`config.mk`:
```
export PLATFORM = sky130hd
export DESIGN_NAME = branch_resolve_unit
export DESIGN_NICKNAME = d
export VERILOG_FILES = /design/src/rtl/branch_resolve_unit.sv
export SDC_FILE = /design/constraint.sdc
export NUM_CORES = 1
export LEC_CHECK = 0
export CORE_MARGIN = 3
export CORE_UTILIZATION = 35
export DETAILED_ROUTE_END_ITERATION = 8
export PLACE_DENSITY_LB_ADDON = 0.2
export SYNTH_ARGS = -nofsm -noshare
export SYNTH_HDL_FRONTEND = slang
export SYNTH_SLANG_ARGS = --single-unit
```
`constraint.sdc`:
```
create_clock -name clk -period 2.5 [get_ports clk]
set_input_delay 0.25 -clock clk [delete_from_list [all_inputs] [get_ports clk]]
set_output_delay 0.25 -clock clk [all_outputs]
set_load 0.005 [all_outputs]
```
`src/rtl/branch_resolve_unit.sv`:
```
// rtl/branch_resolve_unit.sv - registered branch resolver with return-address stack
module branch_resolve_unit #(
    parameter int PC_W      = 12,
    parameter int RAS_DEPTH = 4
) (
    input  logic                           clk,
    input  logic                           rst,
    input  logic                           in_valid,
    input  logic [PC_W-1:0]                in_pc,
    input  logic [15:0]                    in_instr,
    input  logic [3:0]                     in_szcv,
    input  logic                           stall,
    input  logic                           flush,
    output logic                           out_valid,
    output logic                           out_taken,
    output logic [PC_W-1:0]                out_dest,
    output logic                           out_err,
    output logic [$clog2(RAS_DEPTH):0]     ras_count
);
    localparam int PW = $clog2(RAS_DEPTH);
    localparam int CW = PW + 1;

    localparam logic [4:0] OP_JMP  = 5'b10100;
    localparam logic [4:0] OP_CALL = 5'b10101;
    localparam logic [4:0] OP_RET  = 5'b10110;
    localparam logic [4:0] OP_BCC  = 5'b10111;

    logic [PC_W-1:0] ras_mem [RAS_DEPTH];
    logic [PW-1:0]   ras_ptr;
    logic [PW-1:0]   ptr_inc;
    logic [PW-1:0]   ptr_dec;

    logic [4:0]      opcode;
    logic [PC_W-1:0] disp;
    logic [PC_W-1:0] seq;
    logic [PC_W-1:0] tgt;
    logic            fs, fz, fc, fv;
    logic            cond_true;
    logic            dec_taken;
    logic [PC_W-1:0] dec_dest;
    logic            dec_err;
    logic            capture;
    logic            do_push;
    logic            do_pop;
    logic            ras_empty;
    logic            ras_full;

    assign opcode    = in_instr[15:11];
    assign disp      = {{(PC_W-8){in_instr[7]}}, in_instr[7:0]};
    assign seq       = in_pc + PC_W'(1);
    assign tgt       = in_pc + disp + PC_W'(1);
    assign {fs, fz, fc, fv} = in_szcv;
    assign ptr_inc   = ras_ptr + PW'(1);
    assign ptr_dec   = ras_ptr - PW'(1);
    assign ras_empty = (ras_count == '0);
    assign ras_full  = (ras_count == CW'(RAS_DEPTH));
    assign capture   = !stall && !flush;

    // Evaluate the 3-bit branch condition against the incoming flags.
    always_comb begin
        cond_true = 1'b0;
        case (in_instr[10:8])
            3'b000:  cond_true = fz;
            3'b001:  cond_true = fs ^ fv;
            3'b010:  cond_true = fz | (fs ^ fv);
            3'b011:  cond_true = !fz;
            3'b100:  cond_true = !(fs ^ fv);
            3'b101:  cond_true = !fz && !(fs ^ fv);
            3'b110:  cond_true = fc;
            default: cond_true = !fc;
        endcase
    end

    // Decode the branch class into taken/dest/err; non-branches fall through to seq.
    always_comb begin
        dec_taken = 1'b0;
        dec_dest  = seq;
        dec_err   = 1'b0;
        if (in_valid) begin
            case (opcode)
                OP_JMP, OP_CALL: begin
                    dec_taken = 1'b1;
                    dec_dest  = tgt;
                end
                OP_RET: begin
                    dec_taken = 1'b1;
                    if (ras_empty) begin
                        dec_err = 1'b1;
                    end else begin
                        dec_dest = ras_mem[ptr_dec];
                    end
                end
                OP_BCC: begin
                    dec_taken = cond_true;
                    dec_dest  = cond_true ? tgt : seq;
                end
                default: ;
            endcase
        end
    end

    assign do_push = capture && in_valid && (opcode == OP_CALL);
    assign do_pop  = capture && in_valid && (opcode == OP_RET) && !ras_empty;

    // Output register: capture, hold on stall, kill valid/taken/err on flush.
    always_ff @(posedge clk) begin
        if (rst) begin
            out_valid <= 1'b0;
            out_taken <= 1'b0;
            out_dest  <= '0;
            out_err   <= 1'b0;
        end else if (flush) begin
            out_valid <= 1'b0;
            out_taken <= 1'b0;
            out_err   <= 1'b0;
        end else if (!stall) begin
            out_valid <= in_valid;
            out_taken <= dec_taken;
            out_dest  <= dec_dest;
            out_err   <= dec_err;
        end
    end

    // RAS pointer and occupancy; a push when full overwrites the oldest slot.
    always_ff @(posedge clk) begin
        if (rst) begin
            ras_ptr   <= '0;
            ras_count <= '0;
        end else if (do_push) begin
            ras_ptr <= ptr_inc;
            if (!ras_full) begin
                ras_count <= ras_count + CW'(1);
            end
        end else if (do_pop) begin
            ras_ptr   <= ptr_dec;
            ras_count <= ras_count - CW'(1);
        end
    end

    // RAS storage; contents are don't-care after reset so no reset is applied.
    always_ff @(posedge clk) begin
        if (!rst && do_push) begin
            ras_mem[ras_ptr] <= seq;
        end
    end
endmodule

```
==> flow_summary.rst, run 1 <==
.. list-table::
   :header-rows: 1

   * - Metric
     - Value
   * - Required time at the worst-slack endpoint
     - approximately 2.8 ns
   * - Share of total power in combinational logic
     - between 15 and 20%
   * - Core utilization of the finished layout
     - between 40% and 50%
   * - Kind of capture point of the worst setup path
     - flip-flop
   * - Fraction of power spent switching nets
     - approximately a quarter
   * - Final critical delay including setup and external delays
     - approximately 2.1 ns
   * - Worst-margin pin slew
     - roughly 0.46 ns
   * - Die Footprint
     - 12000 um^2
   * - Fraction of power consumed by the clock network
     - approximately 36%
   * - Post-synth EDFFs
     - 48
   * - Overall overflow remaining after global route
     - 0
   * - Antenna violations before repair
     - 0
   * - Global-route wire length before repair
     - 14400 um
   * - Leading register cell type out of synthesis
     - edfxtp_1
   * - Clock latency of the later-clocked register in the worst-skew pair
     - 0.34 ns
   * - Cell depth of the worst flop-to-flop path
     - 6
   * - DRC marker count from the first detailed-route iteration
     - about 170
   * - Mapped Avg Cell Area
     - about 12 um^2
   * - Crit path max fanout
     - 3
   * - Power density over cell area
     - between 500 and 600 nW/um^2
   * - CTS tree
     - built
   * - Dominant cell by count in the synthesized netlist
     - edfxtp_1
   * - Max-cap violation count
     - 0
   * - Share of async-settable or async-resettable flops after synthesis
     - 0%
   * - Final slew viol count
     - 0
   * - Proportion of netlist area held by the largest area contributor
     - 38.5%
   * - Area growth syn-to-layout
     - 30.6%
   * - Number of nets in the synthesized netlist
     - between 300 and 400
   * - DRT Wirelength
     - between 9000 and 10000 um
   * - Fin Setup TNS
     - 0 ns
   * - # rows
     - 37
   * - Cell area after layout
     - between 4000 and 5000 um^2
   * - RSZ-0062 raised after global routing
     - no
   * - Core Footprint
     - 10400 um^2
   * - Power consumption
     - about 0.0025 W
   * - Path type of the worst min-delay path
     - reg -> reg
   * - Sequential area share after synthesis
     - around half
   * - Maximum clock frequency
     - 473 MHz
   * - Initial DRT Pass Iterations
     - 4
   * - Setup-violating endpoint count in the final report
     - 0
   * - ANT cells
     - 0
   * - Initial core utilization
     - between 30 and 40%
   * - Switch Pwr
     - 0.000651 W
   * - Distinct cell type count of the synthesized netlist
     - 57
   * - Biggest area contributors in the synthesized netlist
     - edfxtp_1 38%, dfxtp_1 11%, mux4_2 6.6%
   * - Maximum clock insertion buffer count
     - 2
   * - Final net count
     - about 460
   * - Number of buffers added by the clock tree synthesis step
     - 9
   * - Die Span X
     - 109 um
   * - Final hold viol count
     - 0
   * - Cell-internal power
     - 0.00189 W
   * - Port buffer count
     - 54
   * - Status
     - finished clean
   * - Die boundary height
     - approximately 110 um
   * - Vias
     - approximately 2800
   * - Clk root buf
     - clkbuf_8
   * - Routed wire length per instance
     - 16.4 um
   * - Sequential power share
     - just under 50%
   * - Synth top cells by count
     - 48 x edfxtp_1, 35 x nor2_1, 21 x nand2_1
   * - Worst-case headroom to the max-slew limit
     - between 60% and 70%
   * - Boundary Pins
     - 55
   * - Share of post-route cells with drive strength above 1
     - between 15 and 20%
   * - Htree depth
     - 3
   * - Skew final
     - approximately 0.015 ns
   * - Cells on Worst Hold Path
     - 2
   * - Number of warnings printed during yosys synthesis
     - 0
   * - Number of vias per cell
     - slightly above 5
   * - Total of flip-flops plus latches after synthesis
     - between 60 and 70
   * - Static Leakage
     - between 1.5 and 2 nW
   * - Hold buffer count at cts
     - 0
   * - Number of global-route vias before repair
     - between 2000 and 3000
   * - Post-Syn Instances
     - 320
   * - Post-DP HPWL
     - roughly 6800 um
   * - Remaining design rule violation count
     - 0
   * - Cell area after placement
     - ~4700 um^2
   * - Count of nets left with antenna violations after detail routing
     - 0
   * - Weighted congestion at the end of routability-driven global placement
     - 0.805
   * - Final clock period utilization by the worst path
     - 84.6%
   * - Post-CTS setup buffer count
     - 0
   * - Data arrival time of the critical path
     - 2.37 ns
   * - Clock transition at the registers of the reported paths
     - 0.09 ns
   * - Yosys top cell by area
     - edfxtp_1
   * - Maximum VDD drop
     - 0.000438 V
   * - CP Class
     - in -> reg
   * - Sinks on the clock net
     - 68
   * - GR Util All Layers
     - 15.9%
   * - Maximum number of pins on one net before global-route repair
     - 22
   * - Post-cts gate resize count
     - 0
   * - Syn Std Cell Area
     - about 3700 um^2
   * - Critical Path Source Type
     - input port
-- per-stage QoR --
step	worst slack [ns]	cells	hold slack [ns]
3_3_place_gp	0.0671	534	0.499
5_1_grt	0.219	550	0.526
3_5_place_dp	0.0582	534	0.499
6_report	0.386	550	0.508
2_1_floorplan	0.109	320	0.327
4_1_cts	0.414	550	0.512
-- kinds of logic after synthesis --
group,count (synthesis),share of synthesized area [%]
xor gates and xnor gates,22,5.14
AOI/OAI and AO/OA,72,14.2
DFF,68,49.1
and+or+nand+nor,105,14.2
buffers and inverters,22,3.34
muxes,13,7.58
adders and majority gates,18,6.41
-- metal layers --
metal  global-route usage, %  vias to the layer above  part of all wire [%]  routed length (um)
li1                        -                     1391                     -                   -
met1                    21.2                     1350                    46                4120
met2                    26.4                       60                    49                4430
met3                    3.88                        2                   4.9                 441
met4                    3.21                        0                  0.42                  38
met5                       0                        -                     0                   0
-- final cells by class --
class	instances	area, um^2
clock inverters	7	82.6
fillers	979	5480
clock buffers	9	124
well taps	136	170
multi-input cells	230	1780
inverters	11	41.3
flip-flops and latches	68	1840
repair buffers	89	853
-- registers in the layout, summed over array words and instances, names as in the netlist --
register,flops
out_dest,12
out_err,1
out_taken,1
out_valid,1
ras_count,3
ras_mem,48
ras_ptr,2
-- worst paths after layout --
kind	endpoint	startpoint	slack, ns
max	out_dest[6]	in_pc[0]	0.39
min	out_dest[10]	out_dest[10]	0.51
max reg2reg	out_dest[1]	ras_ptr[1]	0.67
min reg2reg	out_dest[10]	out_dest[10]	0.51
-- power groups by stage --
stage | clock (W) | combinational (W) | sequential [W]
3_3_place_gp | 0 | 0.000385 | 0.00126
6_report | 0.000927 | 0.000386 | 0.00123
5_1_grt | 0.000999 | 0.000427 | 0.00123
3_5_place_dp | 0 | 0.000385 | 0.00126
2_1_floorplan | 0 | 0.000196 | 0.00125
4_1_cts | 0.000953 | 0.000388 | 0.00123
-- worst max-delay path: stages --
cell and delay, ns:
clkdlybuf4s50_1 0.48, inv_1 0.06, ha_1 0.22, fa_1 0.40
nor2b_1 0.16, o31a_1 0.20, o21a_1 0.17, nor3_1 0.05
nand3b_1 0.17, a211oi_1 0.21
-- placed cells by master, fill, tap and decap left out, types with 4 or more instances in the layout --
master and n:
a221oi_1 4, a21oi_1 18, buf_12 4, ha_1 16, a211oi_1 8, edfxtp_1 48
and2_1 6, nand2_1 21, clkinv_4 4, o21ai_0 8, o21a_1 6, buf_4 31
mux4_2 11, xnor2_1 9, dfxtp_1 20, xor2_1 13, nor3_1 9, clkdlybuf4s50_1 54
nand3_1 10, inv_1 11, clkbuf_8 9, nor2_1 35
(Power assumes the default switching activity.)
==> inputs of run 2 (changes only) <==
clock period = 1.78 ns   (was 2.5 ns; I/O delays follow)
==> run 2 against run 1 <==
Worst setup slack worse by 0.37 ns; critical endpoint is now ras_count[2]; design area is 16% higher; non-clock buffer count is 63 higher; utilization is 7.4 points higher; clock-buffer cell count stayed put; power is 48% higher; critical path depth is 2 lower; die area stayed put; clock power is 43% higher; sequential power is 41% higher; clock skew is 0.0043 ns lower.
==> flow_summary.rst, run 2 (same netlist as run 1, synthesis figures left out) <==
.. list-table::
   :header-rows: 1

   * - Metric
     - Value
   * - # rows
     - 37
   * - Clk root buf
     - clkbuf_8
   * - Htree depth
     - 3
   * - Status
     - finished clean
   * - GR Util All Layers
     - ~18%
   * - Global-route wire length before repair
     - 16000 um
   * - Data arrival time of the critical path
     - approximately 2.0 ns
   * - Required time at the worst-slack endpoint
     - 2.02 ns
   * - Post-DP HPWL
     - roughly 7600 um
   * - Maximum number of pins on one net before global-route repair
     - 15
   * - Setup-violating endpoint count in the final report
     - 0
   * - Final net count
     - approximately 530
   * - ANT cells
     - 0
   * - Final hold viol count
     - 0
   * - Setup slack at placement
     - -0.635 ns
   * - Path type of the worst min-delay path
     - in -> reg
   * - Count of nets left with antenna violations after detail routing
     - 0
   * - Top Registers
     - ras_mem x48, out_dest x12, ras_count x3
   * - Reg-to-reg setup timing slack
     - 0.08 ns
   * - DRT Wirelength
     - about 10000 um
   * - Overall overflow remaining after global route
     - 0
   * - Number of buffers and inverters on the critical path
     - 1
   * - CP Class
     - in -> reg
   * - Master of the slowest instance on the critical path
     - clkdlybuf4s50_1
   * - Remaining design rule violation count
     - 0
   * - Skew final
     - ~0.011 ns
   * - Top library cells by usage in the layout, fill and taps aside
     - 90 x buf_4, 48 x edfxtp_1, 34 x nor2_1
   * - Cell area after layout
     - about 5700 um^2
   * - Setup slack of the critical path after layout
     - 0.0171 ns
   * - Static Leakage
     - ~2.2 nW
   * - Clock latency of the later-clocked register in the worst-skew pair
     - ~0.34 ns
   * - Die Footprint
     - 12000 um^2
   * - Cell area after placement
     - between 5000 and 6000 um^2
   * - Area growth syn-to-layout
     - 51.2%
   * - DRC marker count from the first detailed-route iteration
     - 113
   * - Vias
     - roughly 3100
   * - Maximum clock frequency
     - ~570 MHz
   * - Initial core utilization
     - about 36%
   * - Critical Path Source Type
     - input port
   * - Max-cap violation count
     - 0
   * - Worst-case headroom to the max-slew limit
     - between 70% and 80%
   * - Register with the most flip-flops
     - ras_mem
   * - Power consumption
     - 0.00377 W
   * - Filler Cell Count
     - roughly 950
   * - Port buffer count
     - 54
   * - Die boundary height
     - 109 um
   * - Largest delay contributor family on the critical path
     - simple AND/OR/NAND/NOR gates
   * - Routed wire length per instance
     - between 15 and 20 um
   * - Final clock period utilization by the worst path
     - just under 100%
   * - Worst-margin pin slew
     - 0.344 ns
   * - Core Footprint
     - about 10000 um^2
   * - Boundary Pins
     - 55
   * - Number of vias per cell
     - 5.10
   * - CP Cell Sequence
     - clkdlybuf4s50_1 > nand4b_4 > or3_4 > fa_2 > xor2_1 > nand2_1 > xor2_1 > nor2_1
   * - Clock transition at the registers of the reported paths
     - 0.08 ns
   * - Maximum clock insertion buffer count
     - 2
   * - Number of global-route vias before repair
     - between 3000 and 4000
   * - Initial DRT Pass Iterations
     - 4
   * - Number of buffers added by the clock tree synthesis step
     - 9
   * - Most common cell after layout, fill and taps aside
     - buf_4
   * - Delay contributed by the slowest stage of the critical path
     - 0.53 ns
   * - Maximum VDD drop
     - ~0.0004 V
   * - CTS tree
     - built
   * - Final critical delay including setup and external delays
     - 1.76 ns
   * - Power density over cell area
     - around 670 nW/um^2
   * - Weighted congestion at the end of routability-driven global placement
     - around 0.84
   * - Sinks on the clock net
     - 68
   * - Crit path max fanout
     - 4
   * - Final slew viol count
     - 0
   * - Max reg flops
     - between 40 and 50
   * - RSZ-0062 raised after global routing
     - yes
   * - Kind of capture point of the worst setup path
     - flip-flop
   * - Cell seen most often among critical-path stages
     - xor2_1
   * - Die Span X
     - 109 um
   * - Share of post-route cells with drive strength above 1
     - between 30% and 40%
   * - Antenna violations before repair
     - 0
[run 2: cell count changes in the layout (fill, tap and decap cells not counted), moves of 4 or more]
cell	change
clkdlybuf4s50_1	-23
dlymetal6s2s_1	+8
dlygate4sd2_1	+12
buf_4	+59
ha_4	+9
and2_1	-4
clkinv_4	-4
and2_2	+4
ha_1	-9
[run 2: power breakdown]
group          internal (W)  switching [W]  leakage (nW)
Clock              0.000667       0.000666        0.0973
Combinational      0.000383       0.000327          1.48
Sequential          0.00171      0.0000154         0.596
Total               0.00276        0.00101          2.18
[run 2: what timing repair did]
action	4_1_cts	5_1_grt
resized for setup	35	30
hold buffers	0	0
gates cloned	0	0
pin swaps	19	17
setup endpoints to repair	58	13
buffers inserted	6	4
[run 2: worst paths after layout]
check	to	depth (start not counted)	startpoint
worst max-delay path	ras_count[2]	8	in_valid
worst min-delay path	out_taken	3	flush
worst max register to register	out_dest[7]	6	ras_ptr[1]
worst min register to register	out_dest[1]	2	out_dest[1]
[run 2: through the flow]
step                instances  hold slack, ns  TNS [ns]  utilization (%)
floorplan                 320           0.255   -0.0275                -
global placement          587           0.500    -29.73             49.5
detailed placement        587           0.510    -31.62             49.5
CTS                       609           0.362         0             52.9
global route              613           0.172    -0.108             54.6
finish                    613           0.155         0             54.6
[run 2: per-layer routing]
metal | track usage, % | up-vias | part of all wire [%]
met5 | 0 | - | 0
met4 | 5.88 | 0 | 2.2
met3 | 3.46 | 15 | 3.9
met2 | 29.2 | 71 | 48
met1 | 23.1 | 1524 | 45
li1 | - | 1518 | -
[run 2: cell type report]
type / instances / area [um^2] / share of cell area, %
clock buffer: 9 / 124 / 2.19
clock inverter: 7 / 80.1 / 1.41
inverter: 11 / 45.0 / 0.795
multi-input combinational: 230 / 2040 / 36.0
sequential: 68 / 1850 / 32.6
tap: 136 / 170 / 3.00
timing repair buffer: 152 / 1360 / 23.9
[run 2: worst register-to-register path, cell delays in order (launching register included)]
cell	delay [ns]
dfxtp_1	0.34
inv_1	0.08
ha_4	0.36
buf_4	0.14
mux4_2	0.33
a221oi_2	0.24
a211oi_1	0.10
==> inputs of run 3 (changes only) <==
CORE_UTILIZATION = 49   (was 35)
==> run 3 against run 2 <==
Hold slack better by 0.023 ns; worst setup slack better by 0.015 ns; power barely moved; largest power group unchanged.
==> flow_summary.rst, run 3 (same netlist as run 1, synthesis figures left out) <==
.. list-table::
   :header-rows: 1

   * - Metric
     - Value
   * - Status
     - finished clean
   * - Data arrival time of the critical path
     - 2.02 ns
   * - Initial DRT Pass Iterations
     - 5
   * - Number of global-route vias before repair
     - 3196
   * - Boundary Pins
     - 55
   * - Number of vias per cell
     - between 5 and 6
   * - Number of buffers added by the clock tree synthesis step
     - 9
   * - Sequential power share
     - between 40 and 50%
   * - Reg-to-reg setup timing slack
     - approximately 0.11 ns
   * - Clock latency of the later-clocked register in the worst-skew pair
     - around 0.34 ns
   * - Final clock period utilization by the worst path
     - a little over nine tenths
   * - Final hold viol count
     - 0
   * - ANT cells
     - 0
   * - Vias
     - about 3200
   * - Required time at the worst-slack endpoint
     - roughly 2.1 ns
   * - Maximum clock insertion buffer count
     - 2
   * - Die Footprint
     - 8730 um^2
   * - Crit path max fanout
     - 3
   * - Die Span X
     - about 93 um
   * - Top Registers
     - ras_mem x48, out_dest x12, ras_count x3
   * - Clk root buf
     - clkbuf_8
   * - Delay contributed by the slowest stage of the critical path
     - roughly 0.52 ns
   * - Initial core utilization
     - 51.1%
   * - Final slew viol count
     - 0
   * - Maximum VDD drop
     - between 0.0007 and 0.0008 V
   * - DRT Wirelength
     - 10100 um
   * - CP Class
     - in -> reg
   * - Cell-internal power
     - roughly 0.0028 W
   * - Final critical delay including setup and external delays
     - ~1.7 ns
   * - Maximum number of pins on one net before global-route repair
     - 15
   * - Skew final
     - a little under 0.009 ns
   * - Routed wire length per instance
     - roughly 18 um
   * - GR Util All Layers
     - roughly a quarter
   * - Number of buffers and inverters on the critical path
     - 1
   * - Top library cells by usage in the layout, fill and taps aside
     - 81 x buf_4, 48 x edfxtp_1, 34 x nor2_1
   * - Max reg flops
     - 48
   * - Maximum clock frequency
     - 572 MHz
   * - Global-route wire length before repair
     - between 15000 and 20000 um
   * - Most common cell after layout, fill and taps aside
     - buf_4
   * - Critical Path Source Type
     - input port
   * - # rows
     - 31
   * - Fraction of power spent switching nets
     - approximately a quarter
   * - Worst-margin pin slew
     - between 0.3 and 0.4 ns
   * - Post-DP HPWL
     - ~7000 um
   * - Overall overflow remaining after global route
     - 0
   * - Max-cap violation count
     - 0
   * - Master of the slowest instance on the critical path
     - or4b_1
   * - Cell area after layout
     - ~5600 um^2
   * - Switch Pwr
     - around 0.0010 W
   * - Power density over cell area
     - between 600 and 700 nW/um^2
   * - Share of post-route cells with drive strength above 1
     - a little under two fifths
   * - Clock transition at the registers of the reported paths
     - roughly 0.080 ns
   * - Path type of the worst min-delay path
     - in -> reg
   * - CP Cell Sequence
     - dlygate4sd2_1 > ha_1 > nor2b_4 > o2111ai_4 > a21o_1 > a21oi_2 > or4b_1 > o211ai_1
   * - Weighted congestion at the end of routability-driven global placement
     - around 0.87
   * - Share of total power in combinational logic
     - between 10% and 20%
   * - Static Leakage
     - about 2.2 nW
   * - Power consumption
     - 0.00377 W
   * - Setup-violating endpoint count in the final report
     - 0
   * - Cell area after placement
     - slightly above 5000 um^2
   * - Fraction of power consumed by the clock network
     - 34.9%
   * - Remaining design rule violation count
     - 0
   * - Register with the most flip-flops
     - ras_mem
   * - Largest delay contributor family on the critical path
     - simple AND/OR/NAND/NOR gates
   * - DRC marker count from the first detailed-route iteration
     - ~230
   * - Kind of capture point of the worst setup path
     - flip-flop
   * - CTS tree
     - built
   * - Die boundary height
     - roughly 93 um
   * - Port buffer count
     - 54
   * - Sinks on the clock net
     - 68
   * - Core Footprint
     - between 7000 and 8000 um^2
   * - Count of nets left with antenna violations after detail routing
     - 0
   * - Final net count
     - 518
   * - Area growth syn-to-layout
     - 49.1%
   * - Worst-case headroom to the max-slew limit
     - 76.4%
   * - Hold buffer count at cts
     - 0
   * - Htree depth
     - 3
   * - Antenna violations before repair
     - 0
run 3: cell count changes in the layout (fill, tap and decap cells not counted), moves of 3 or more:
cell             delta
buf_4               -9
dlymetal6s2s_1      +7
clkdlybuf4s50_1     -5
a211oi_1            -3
a211oi_2            +3
a221oi_1            -3
a221oi_2            +3
run 3: worst reg2reg max path, cell delays in order (launching register included):
cell	delay (ns)
dfxtp_1	0.31
buf_4	0.15
or3b_2	0.48
nor4_2	0.14
and3b_1	0.24
nand2_1	0.09
xor2_1	0.13
nor2_1	0.05
run 3: cell type report:
class / instances / area (um^2)
timing repair buffer: 143 / 1290
tap: 99 / 124
fill: 443 / 1740
clock inverter: 7 / 83.8
clock buffer: 9 / 124
sequential: 68 / 1850
inverter: 11 / 45.0
multi-input combinational: 230 / 2080
run 3: power by group through the flow:
stage	logic [W]	clock network (W)	registers, W
after detailed placement	0.000623	0	0.00176
after floorplan	0.000283	0	0.00176
after global routing	0.000782	0.00140	0.00173
after CTS	0.000661	0.00133	0.00173
after global placement	0.000610	0	0.00176
final	0.000725	0.00131	0.00173
run 3: path summary, 6_finish.rpt:
check | startpoint | cells after the start | to
worst max-delay path | in_instr[1] | 8 | out_dest[9]
worst min-delay path | flush | 3 | out_taken
worst max register to register | ras_count[0] | 7 | ras_count[2]
worst min register to register | out_valid | 2 | out_valid
run 3: what timing repair did:
| action | 4_1_cts | 5_1_grt |
|---|---|---|
| cloned | 0 | 1 |
| gates resized for setup | 34 | 42 |
| buffers inserted | 4 | 3 |
| endpoints found under the setup margin | 61 | 16 |
| pin swaps | 16 | 21 |
run 3: routing by layer:
metal	GRT usage (%)	up-vias	share of wire, %
li1	-	1505	-
met1	29.5	1587	42
met2	40.9	119	52
met3	4.42	18	5.0
met4	6.96	0	1.7
met5	0	-	0
run 3: per-stage QoR:
stage	setup WS (ns)	utilization (%)	hold slack [ns]	std cells	setup TNS [ns]
6_report	0.0323	76.2	0.178	567	0
4_1_cts	-0.0263	73.0	0.363	563	-0.0603
2_1_floorplan	-0.0275	-	0.255	320	-0.0275
5_1_grt	-0.00966	76.2	0.199	567	-0.0128
3_3_place_gp	-0.551	68.6	0.496	543	-28.75
3_5_place_dp	-0.637	68.6	0.500	543	-31.39
==> RTL edit, RTL diff (settings of run 2) <==
Change the parameter `RAS_DEPTH` from 4 to 8.
--- a/src/rtl/branch_resolve_unit.sv
+++ b/src/rtl/branch_resolve_unit.sv
@@ -1,7 +1,7 @@
 // rtl/branch_resolve_unit.sv - registered branch resolver with return-address stack
 module branch_resolve_unit #(
     parameter int PC_W      = 12,
-    parameter int RAS_DEPTH = 4
+    parameter int RAS_DEPTH = 8
 ) (
     input  logic                           clk,
     input  logic                           rst,
Interface: changed (resized ras_count); port bits go from 55 to 56. The function was not compared with the original's and may differ.
==> RTL edit against run 2 <==
The run now ends with setup timing left. Fmax decreased by 12%. Final area rose by 49%. Sequential cell count is 50 higher. Setup slack worse by 250 ps. Routed wire length is 43% higher. Area after synthesis rose by 51%. Count of clock-buffer cells in the layout increased by 8. Register-to-register slack worse by 310 ps. Total power increased by 84%. Critical path type is now reg2reg. Critical endpoint is now out_dest[10]. Largest cell class is now sequential cells.
==> RTL edit: results (changes against run 2) <==
| Metric | Value |
|---|---|
| Final worst setup slack | -233 ps (-250 ps) |
| Post-synth EDFFs | 96 (+100%) |
| Grt met2 use | 28.6% (-0.61 points) |
| Synth Area in Compound Gates | 9.44% (-4.8 points) |
| I/O Buffers | 55 (+1.9%) |
| Non-clock buffer count | 175 (+15%) |
| Biggest regs | ras_mem: 96 flops, out_dest: 12 flops, ras_count: 4 flops |
| Final setup fails | 13 (+13) |
| Leakage power | 3.08 nW (+41%) |
| Initial DRC count | 245 (+120%) |
| Fraction of area in registers | 39.3% (+6.7 points) |
| Failing checks | setup timing |
| DR WL met3 | 559 um (+40%) |
| Outcome | finished with violations |
| Post-Place Cell Area | 7600 um2 (+48%) |
| Seq/Total Area, Yosys | 58.6% (+9.4 points) |
| Fraction of area in multi-input gates | 30.8% (-5.2 points) |
| Max FO, Critical Path | 7 (+3) |
| ClkCell Share | 6.54% (+2.9 points) |
| Resize count post-CTS | 39 (+11%) |
| FFs & Latches | 118 (+74%) |
| Placed Instances | 762 (+30%) |
| Top post-synthesis cells by area | edfxtp_1 51%, mux4_2 9.5%, dfxtp_1 7.8% |
| Root buf cell | clkbuf_16 |
| Reg clk slew, reported paths | 60 ps (-20 ps) |
| M3 GR Usage | 3.55% (+0.085 points) |
| Crit-path max cell delay | 390 ps (-140 ps) |
| Setup Slack @ Placement | -835 ps (-201 ps) |
| Layout cell share with drive strength beyond 1 | 40.9% (+4.5 points) |
| Post-synthesis xor/xnor area fraction | 3.86% (-1.3 points) |
| Mux cell area share after synthesis | 12.4% (+4.9 points) |
| Non-clk buf share | 19.5% (-4.4 points) |
| Post-CTS setup buffers | 10 (+4) |
| Global Route Usage Sum | 17.0% (-0.61 points) |
| Avg Cell Area, Syn | 14.0 um2 (+20%) |
| Number of global-route vias before repair | 4269 (+34%) |
RTL edit: worst paths after layout:
kind	start	end	slack, ps	cells past startpoint
setup / recovery	ras_ptr[0]	out_dest[10]	-230	7
hold / removal	flush	out_err	60	3
setup reg to reg	ras_ptr[0]	out_dest[10]	-230	7
hold reg to reg	out_valid	out_valid	480	2
RTL edit: power by group through the flow:
stage | Clock, mW | Combinational [mW] | Sequential [mW]
3_5_place_dp | 0 | 0.702 | 3.08
5_1_grt | 3.37 | 0.818 | 3.02
6_report | 3.16 | 0.750 | 3.02
4_1_cts | 3.23 | 0.723 | 3.02
2_1_floorplan | 0 | 0.315 | 3.08
3_3_place_gp | 0 | 0.694 | 3.08
RTL edit: critical path, delay by kind of cell (launching register included):
family                     cells  cell delay [ps]
muxes                          2              600
DFF                            1              390
adders and majority gates      1              340
AOI/OAI and AO/OA              2              330
buffers and inverters          2              220
